===== config.mk =====
export PLATFORM = sky130hd
export DESIGN_NAME = cla_serial_adder_ctrl_flat
export DESIGN_NICKNAME = d
export VERILOG_FILES = /design/src/rtl/cla_serial_adder_ctrl_pkg.sv /design/src/rtl/cla_serial_adder_ctrl_if.sv /design/src/rtl/cla_serial_adder_ctrl_cla4_slice.sv /design/src/rtl/cla_serial_adder_ctrl.sv /design/src/flat_wrapper.sv
export SDC_FILE = /design/constraint.sdc
export NUM_CORES = 1
export LEC_CHECK = 0
export CORE_ASPECT_RATIO = 1.1
export CORE_MARGIN = 4
export CORE_UTILIZATION = 45
export CTS_CLUSTER_DIAMETER = 40
export CTS_CLUSTER_SIZE = 8
export DETAILED_ROUTE_END_ITERATION = 7
export PLACE_DENSITY = 0.73
export RECOVER_POWER = 50
export SLEW_MARGIN = 15
export SYNTH_ARGS = -nofsm -noshare
export SYNTH_HDL_FRONTEND = slang
export SYNTH_SLANG_ARGS = --single-unit
export TNS_END_PERCENT = 20

===== constraint.sdc =====
create_clock -name clk -period 2 [get_ports clk]
set_input_delay 0.3 -clock clk [delete_from_list [all_inputs] [get_ports clk]]
set_output_delay 0.3 -clock clk [all_outputs]
set_load 0.01 [all_outputs]

===== src/rtl/cla_serial_adder_ctrl_pkg.sv =====
// Shared definitions for the serial CLA add/subtract sequencer.
package cla_ctrl_pkg;
   localparam int NIBBLE_W = 4;

   typedef enum logic [1:0] {
      ST_IDLE = 2'd0,
      ST_RUN  = 2'd1,
      ST_DONE = 2'd2
   } state_t;
endpackage


===== src/rtl/cla_serial_adder_ctrl_if.sv =====
// Requester-side bundle for the serial CLA sequencer.
// start is sampled only while idle or done; busy marks RUN; done is a one-cycle result-valid pulse.
interface cla_serial_adder_ctrl_if
   import cla_ctrl_pkg::*;
#(
   parameter int NIBBLES = 4
);
   localparam int W = NIBBLE_W * NIBBLES;

   logic         start;
   logic         sub;
   logic         cin;
   logic [W-1:0] a;
   logic [W-1:0] b;
   logic         busy;
   logic         done;
   logic [W-1:0] sum;
   logic         cout;
   logic         ovf;
   state_t       dbg_state;

   modport master (output start, sub, cin, a, b,
                   input  busy, done, sum, cout, ovf, dbg_state);
   modport slave  (input  start, sub, cin, a, b,
                   output busy, done, sum, cout, ovf, dbg_state);
endinterface


===== src/rtl/cla_serial_adder_ctrl_cla4_slice.sv =====
// Combinational 4-bit carry-lookahead slice with fully flattened carries.
module cla4_slice (
   input  logic [3:0] x,
   input  logic [3:0] y,
   input  logic       ci,
   output logic [3:0] s,
   output logic       co,
   output logic       c3in
);
   logic [3:0] g;
   logic [3:0] p;
   logic       c1, c2, c3;

   assign g = x & y;
   assign p = x ^ y;

   assign c1 = g[0] | (p[0] & ci);
   assign c2 = g[1] | (p[1] & g[0]) | (p[1] & p[0] & ci);
   assign c3 = g[2] | (p[2] & g[1]) | (p[2] & p[1] & g[0]) | (p[2] & p[1] & p[0] & ci);
   assign co = g[3] | (p[3] & g[2]) | (p[3] & p[2] & g[1]) | (p[3] & p[2] & p[1] & g[0])
             | (p[3] & p[2] & p[1] & p[0] & ci);

   assign s    = p ^ {c3, c2, c1, ci};
   assign c3in = c3;
endmodule


===== src/rtl/cla_serial_adder_ctrl.sv =====
// Wide add/subtract sequenced one nibble per cycle through a single CLA slice, LSB nibble first.
module cla_serial_adder_ctrl
   import cla_ctrl_pkg::*;
#(
   parameter int NIBBLES = 4
) (
   input logic                    clk,
   input logic                    rst,
   cla_serial_adder_ctrl_if.slave bus
);
   localparam int W  = NIBBLE_W * NIBBLES;
   localparam int CW = $clog2(NIBBLES);

   state_t        state;
   logic [W-1:0]  areg, breg, sum_q;
   logic          creg, cout_q, ovf_q, busy_q, done_q;
   logic [CW-1:0] cnt;
   logic [3:0]    slice_s;
   logic          slice_co, slice_c3;

   cla4_slice u_slice (
      .x    (areg[3:0]),
      .y    (breg[3:0]),
      .ci   (creg),
      .s    (slice_s),
      .co   (slice_co),
      .c3in (slice_c3)
   );

   always_ff @(posedge clk or posedge rst) begin
      if (rst) begin
         state  <= ST_IDLE;
         areg   <= '0;
         breg   <= '0;
         creg   <= 1'b0;
         cnt    <= '0;
         sum_q  <= '0;
         cout_q <= 1'b0;
         ovf_q  <= 1'b0;
         busy_q <= 1'b0;
         done_q <= 1'b0;
      end else begin
         case (state)
            ST_IDLE, ST_DONE: begin
               done_q <= 1'b0;
               if (bus.start) begin
                  // Subtract is a + ~b + 1, so the inversion happens once at capture.
                  state  <= ST_RUN;
                  busy_q <= 1'b1;
                  areg   <= bus.a;
                  breg   <= bus.sub ? ~bus.b : bus.b;
                  creg   <= bus.sub | bus.cin;
                  cnt    <= '0;
               end else begin
                  state <= ST_IDLE;
               end
            end
            ST_RUN: begin
               sum_q <= {slice_s, sum_q[W-1:NIBBLE_W]};
               creg  <= slice_co;
               areg  <= areg >> NIBBLE_W;
               breg  <= breg >> NIBBLE_W;
               cnt   <= cnt + CW'(1);
               if (cnt == CW'(NIBBLES - 1)) begin
                  state  <= ST_DONE;
                  busy_q <= 1'b0;
                  done_q <= 1'b1;
                  cout_q <= slice_co;
                  ovf_q  <= slice_c3 ^ slice_co;
               end
            end
            default: begin
               state  <= ST_IDLE;
               busy_q <= 1'b0;
               done_q <= 1'b0;
            end
         endcase
      end
   end

   assign bus.busy      = busy_q;
   assign bus.done      = done_q;
   assign bus.sum       = sum_q;
   assign bus.cout      = cout_q;
   assign bus.ovf       = ovf_q;
   assign bus.dbg_state = state;
endmodule


===== src/flat_wrapper.sv =====
// flat-port wrapper written by rule: the top's interface ports become plain ports
module cla_serial_adder_ctrl_flat import cla_ctrl_pkg::*;
#(
   parameter int NIBBLES = 4
)
  (clk, rst, bus_start, bus_sub, bus_cin, bus_a, bus_b, bus_busy, bus_done, bus_sum, bus_cout, bus_ovf, bus_dbg_state);
  cla_serial_adder_ctrl_if #(.NIBBLES(NIBBLES)) bus_i ();
  input logic clk;
  input logic rst;
  input wire logic [$bits(bus_i.start)-1:0] bus_start;
  input wire logic [$bits(bus_i.sub)-1:0] bus_sub;
  input wire logic [$bits(bus_i.cin)-1:0] bus_cin;
  input wire logic [$bits(bus_i.a)-1:0] bus_a;
  input wire logic [$bits(bus_i.b)-1:0] bus_b;
  output wire logic [$bits(bus_i.busy)-1:0] bus_busy;
  output wire logic [$bits(bus_i.done)-1:0] bus_done;
  output wire logic [$bits(bus_i.sum)-1:0] bus_sum;
  output wire logic [$bits(bus_i.cout)-1:0] bus_cout;
  output wire logic [$bits(bus_i.ovf)-1:0] bus_ovf;
  output wire logic [$bits(bus_i.dbg_state)-1:0] bus_dbg_state;
  assign bus_i.start = bus_start;
  assign bus_i.sub = bus_sub;
  assign bus_i.cin = bus_cin;
  assign bus_i.a = bus_a;
  assign bus_i.b = bus_b;
  assign bus_busy = bus_i.busy;
  assign bus_done = bus_i.done;
  assign bus_sum = bus_i.sum;
  assign bus_cout = bus_i.cout;
  assign bus_ovf = bus_i.ovf;
  assign bus_dbg_state = bus_i.dbg_state;
  cla_serial_adder_ctrl #(.NIBBLES(NIBBLES)) u_core (.clk(clk), .rst(rst), .bus(bus_i));
endmodule

* Word level (Yosys, flattened, before mapping)
Index checks and enable logic that the tools add are counted.
** Operators by class
- Add/sub/neg operators :: 1
- Equal/unequal tests :: 5
- Mux-type cells :: 17
- Bitwise gates (word level) :: 32
- Reductions and logical operators :: 6
** Operator list (count)
- case mux 16 bit (2 select lines) :: 2
- 2-to-1 mux 16 bit :: 3
- AND 1 bit :: 16
- inverter 16 bit :: 1
- bitwise OR 1 bit :: 11
- case mux 2 bit (2 select lines) :: 2
- XOR 4 bit :: 2
- 2-to-1 mux 1 bit :: 6
- AND reduction 2 bit :: 3
- AND 4 bit :: 1
- == test 2 bit, second input constant :: 2
- 2-to-1 mux 2 bit :: 2
- case mux 1 bit (2 select lines) :: 2
- adder 2 x 1 -> 2 bit, second input constant :: 1
- == test 2 x 1 -> 1 bit, second input constant :: 1
- logical NOT 2 bit :: 1
- inequality test 2 x 1 -> 1 bit, second input constant :: 1
- inequality test 2 bit, second input constant :: 1
- nonzero test 2 bit :: 1
- OR reduction 2 bit :: 1
- XOR 1 bit :: 1
** Storage, ports and cells
- Register bits after elaboration :: 57
- Input bits :: 37
- Output and inout bits :: 22
- Word-level logic and storage cells :: 71

* Logic depth before layout (Yosys ltp)
- Word-level depth :: 7
- Gate-level depth with buffers :: 6
- Mapped depth without buffers :: 5

* Hierarchy
A second synthesis with hierarchy kept.
** Unflattened totals
- Cells, all modules :: 212
- Area total of the unflattened synthesis :: 2580.0 um^2
** By module, submodules not included
- cla_serial_adder_ctrl :: instances 1, cells an instance 194, area each 2424.8 um^2, seq. area each 1401.3 um^2
- cla4_slice :: instances 1, cells an instance 18, area each 155.1 um^2, seq. area each 0.0 um^2

* Worst setup path after synthesis
Ideal clock, no wire load.
- Path kind :: register to register
- From :: reg u_core.breg[0]
- To :: reg u_core.ovf_q, in the netlist u_core.bus.ovf
- Data arrival time :: 1.345 ns
- Setup slack :: 0.532 ns
- Cell stages (with the launch flop) :: 6
- Clock period less this slack :: 1.468 ns
- Cells stage by stage :: dfrtp_1 > ha_1 > a211oi_1 > o21bai_2 > mux2i_1 > a21oi_1
** On the way
- Cells in the longest elaborated chain, start to end :: 5
- Elaborated cells between the ends (all ways) :: 13
- Classes of those cells :: bitwise: 13
** RTL lines
- from (decl) :: line cla_serial_adder_ctrl.sv:15 : logic [W-1:0] areg, breg, sum_q;
- from (signal assigned) :: line cla_serial_adder_ctrl.sv:51 : breg <= bus.sub ? ~bus.b : bus.b;
- from (signal assigned) :: line cla_serial_adder_ctrl.sv:62 : breg <= breg >> NIBBLE_W;
- AND 4 bit / XOR 4 bit (equally long branches) :: line cla_serial_adder_ctrl_cla4_slice.sv:14, cla_serial_adder_ctrl_cla4_slice.sv:15
- AND 1 bit (on tied branches) :: line cla_serial_adder_ctrl_cla4_slice.sv:19, cla_serial_adder_ctrl_cla4_slice.sv:20, cla_serial_adder_ctrl_cla4_slice.sv:21
- bitwise OR 1 bit, or another cell as far along :: line cla_serial_adder_ctrl_cla4_slice.sv:19 : assign c3 = g[2] | (p[2] & g[1]) | (p[2] & p[1] & g[0]) | (p[2] & p[1] & p[0] & ci);
- bitwise OR 1 bit (on tied branches) :: line cla_serial_adder_ctrl_cla4_slice.sv:19, cla_serial_adder_ctrl_cla4_slice.sv:21
- XOR 1 bit * :: line cla_serial_adder_ctrl.sv:69 : ovf_q <= slice_c3 ^ slice_co;
- to (signal assigned) :: line cla_serial_adder_ctrl.sv:69
- to (decl) :: line cla_serial_adder_ctrl.sv:16 : logic creg, cout_q, ovf_q, busy_q, done_q;
Mark *: on every way between the ends. The rest lies on a longest branch, timed or not.
A chain may end at the register's enable or synchronous reset.

* Worst setup path after layout
- From :: reg u_core.state[0], in the netlist u_core.bus.dbg_state[0]
- To :: out bus_dbg_state[0]
** RTL lines
- from (decl) :: line cla_serial_adder_ctrl.sv:14 : state_t state;
- from (signal assigned) :: line cla_serial_adder_ctrl.sv:32 : state <= ST_IDLE;
- from (signal assigned) :: line cla_serial_adder_ctrl.sv:48 : state <= ST_RUN;
- from (signal assigned) :: line cla_serial_adder_ctrl.sv:55 : state <= ST_IDLE;
- to (decl) :: line flat_wrapper.sv:20 : output wire logic [$bits(bus_i.dbg_state)-1:0] bus_dbg_state;
No word-level cell between the ends.

==> flow_metrics.tcl <==
set metrics [dict create \
    synth_warnings 0 \
    yosysMostFrequentCell "nand2_1" \
    synth_top_area_cell "dfrtp_1" \
    crit_chain "clkdlybuf4s50_1" \
    cts_resized 0 \
    intPower_mw 3.48 \
    regArea_sq_um 1430 \
    synth_area_sq_um 2570 \
    viasPerCell 4.97 \
    syn_area_per_cell_sq_um 10.3 \
    p_leak_nw 1.56 \
    vdd_drop_max_uv 600 \
    critPathMaxStageDelay_ps 570 \
    clk_pin_slew_worst_paths_ps 60 \
    ys_ff_latch 57 \
    drt_pre_antenna_iters 4 \
    postLayoutCoreUtil_pct 62.2 \
    maxCapViolCount 0 \
    synthTopCellsByArea "dfrtp_1 55%, nand2_1 10%, xnor2_1 5.8%" \
    grt_pass1_wl_mm 8.63 \
    crit_path_end_kind "primary output" \
    synth_nets 293 \
    cts_sinks 57 \
    grt_pass1_vias 1873 \
    cp-start-kind "flop" \
    yosysTopAreaCellShare_pct 55.4 \
    arrival_ps 1330 \
    hold_class "reg -> reg" \
    multi_input_area_sq_um 1020 \
    maxSlewHeadroom_pct 49.2 \
    coreArea_sq_um 5470 \
    synth-main-ff-cell "dfrtp_1" \
    cts_max_level 3 \
    outcome "finished clean" \
    ys_async_sr_fraction_pct 100 \
    use_met1_pct 20.6 \
    syn2layout_area_growth_pct 32.2 \
    drc_errors 0 \
    synth_cell_type_count 29 \
    dieHeight_um 87.3 \
    crit_family "buffers and inverters" \
    worst_clock_skew_ps 6.60 \
    critPathBufInv 1 \
    wl_mm 5.12 \
    n_antenna_cell 0 \
    dp.final_hpwl_mm 3.72 \
    drv_slew 0 \
    switching_power_mw 1.95 \
    final.min_clock_period_ps 1630 \
    finalSetupViolations 0 \
    postCtsHoldBufs 0 \
    drive_above_1_share_pct 7.99 \
    first_iter_violations 92 \
    worstSetupPathType "reg -> out" \
    wire_per_inst_um 13.2 \
    fmax_mhz 615 \
    boundaryPins 59 \
    clk_latency_ps 330 \
    worst_slack_ps 373 \
    die_w_um 80.1 \
    p_clk_share_pct 20.8 \
    fin_crit_sh_pct 81.3 \
    synth_edf_count 0 \
    gp_congestion 0.790 \
    finalNetCount 352 \
    grt_busiest_layer "met2" \
    port_buffers 58 \
    track_usage_pct 16.1 \
    clk_path_buf_depth 2 \
    grt_max_degree 35 \
    met2_usage_pct 25.1 \
    routed-via-count 1928 \
    p_seq_share_pct 37.2 \
    synth_seq_area_share_pct 55.4 \
    synthCells 250 \
    antenna_found_initial 0 \
    synthTopCellsByCount "70 x nand2_1, 57 x dfrtp_1, 18 x nor2_1" \
    switching_share_pct 35.9 \
    tightest_slew_ps 763 \
    initial_core_util_pct 47.1 \
    finalHoldViolCount 0 \
    nFillCells 467 \
    cts-buffers-inserted 9 \
    cp.required_ps 1700 \
    hold_slack_ps 475 \
    cts_setup_buffers 0 \
    cts-root-buf "clkbuf_8" \
    rows 28 \
    dp_slack_ps 125 \
    p_comb_share_pct 42.0 \
    power-per-cell-area_nw_per_um2 1600 \
    cts_tree "done" \
    overflow 0 \
    rsz0062_at_grt "false" \
    slowest_stage "clkdlybuf4s50_1" \
    path_max_fanout 7 \
    setup_tns_ps 0 \
    drt.antenna.violating_nets 0 \
    die_area_sq_um 6990 \
    met3_usage_pct 3.31 \
]
## area by class of cell
| cell class | instances | area share [%] |
|---|---|---|
| Multi-Input combinational cell | 172 | 30.1 |
| Inverter | 4 | 0.441 |
| Tap cell | 75 | 2.76 |
| Clock buffer | 13 | 5.26 |
| Clock inverter | 2 | 1.03 |
| Sequential cell | 57 | 41.9 |
| Timing Repair Buffer | 65 | 18.5 |
## metal layers
layer / routed length, um / part of all wire, %
met1: 2260 / 44
met2: 2510 / 49
met3: 247 / 4.8
met4: 102 / 2.0
met5: 0 / 0
## cell families (layout without fill, tap and decap cells)
kind of cell / after synthesis / after routing / synth area share, %
fa+ha+maj: 6 / 6 / 3.21
simple gates: 96 / 96 / 14.9
mux: 1 / 1 / 0.389
xor+xnor: 18 / 18 / 6.13
compound gates: 51 / 51 / 15.2
flops: 57 / 57 / 55.4
buf+inv: 21 / 84 / 4.72
## metrics by stage
step,power (mW),instance area (sq um),instances
floorplan,3.58,2570,250
global placement,4.26,3220,373
detailed placement,4.36,3220,373
CTS,5.51,3430,388
global route,5.87,3400,388
finish,5.43,3400,388
## tightest hold or removal path, delay by kind of cell (launching register included)
kind          cells  cell delay [ps]
simple gates      2              100
flops             1              340
## final timing paths
| kind | from | to | slack [ps] | cells past startpoint |
|---|---|---|---|---|
| worst min-delay path | u_core.bus.sum[1] | u_core.bus.sum[1] | 470 | 2 |
| worst max register to register | u_core.breg[0] | u_core.bus.ovf | 380 | 5 |
| max in group asynchronous | rst | u_core.bus.sum[6] | 520 | 3 |
| worst max-delay path | u_core.bus.dbg_state[0] | bus_dbg_state[0] | 370 | 1 |
| worst min register to register | u_core.bus.sum[1] | u_core.bus.sum[1] | 470 | 2 |
| min in group asynchronous | rst | u_core.bus.ovf | 510 | 2 |
## state kept, by name, indices dropped and copies added, names as in the netlist
signal	flops
u_core.creg	1
u_core.breg	16
u_core.bus.cout	1
u_core.areg	16
u_core.bus.dbg_state	2
u_core.bus.ovf	1
u_core.bus.busy	1
u_core.bus.sum	16
u_core.bus.done	1
u_core.cnt	2
## layout by cell type (no fill, tap or decap), drive strengths merged
cell,count
a22o,5
nor2,19
dfrtp,57
clkbuf,15
dlygate4sd3,1
fa,1
nand2,70
and2,1
a22oi,11
ha,5
clkinv,1
and2b,1
xnor2,17
a211oi,2
nor3,1
a21oi,3
bufinv,1
xor2,1
a21o,1
a221oi,1
nand3,1
inv,4
mux2i,1
clkdlybuf4s50,57
a221o,13
nor2b,1
buf,5
nand2b,2
o21bai,1
o21ai,14
## power by group through the flow
stage / sequential (mW) / clock [mW] / combinational, mW
floorplan: 2.05 / 0 / 1.53
global placement: 2.02 / 0 / 2.23
detailed placement: 2.03 / 0 / 2.33
CTS: 2.02 / 1.16 / 2.33
global route: 2.09 / 1.22 / 2.57
finish: 2.02 / 1.13 / 2.28
Power figures use the tool's default switching activity.
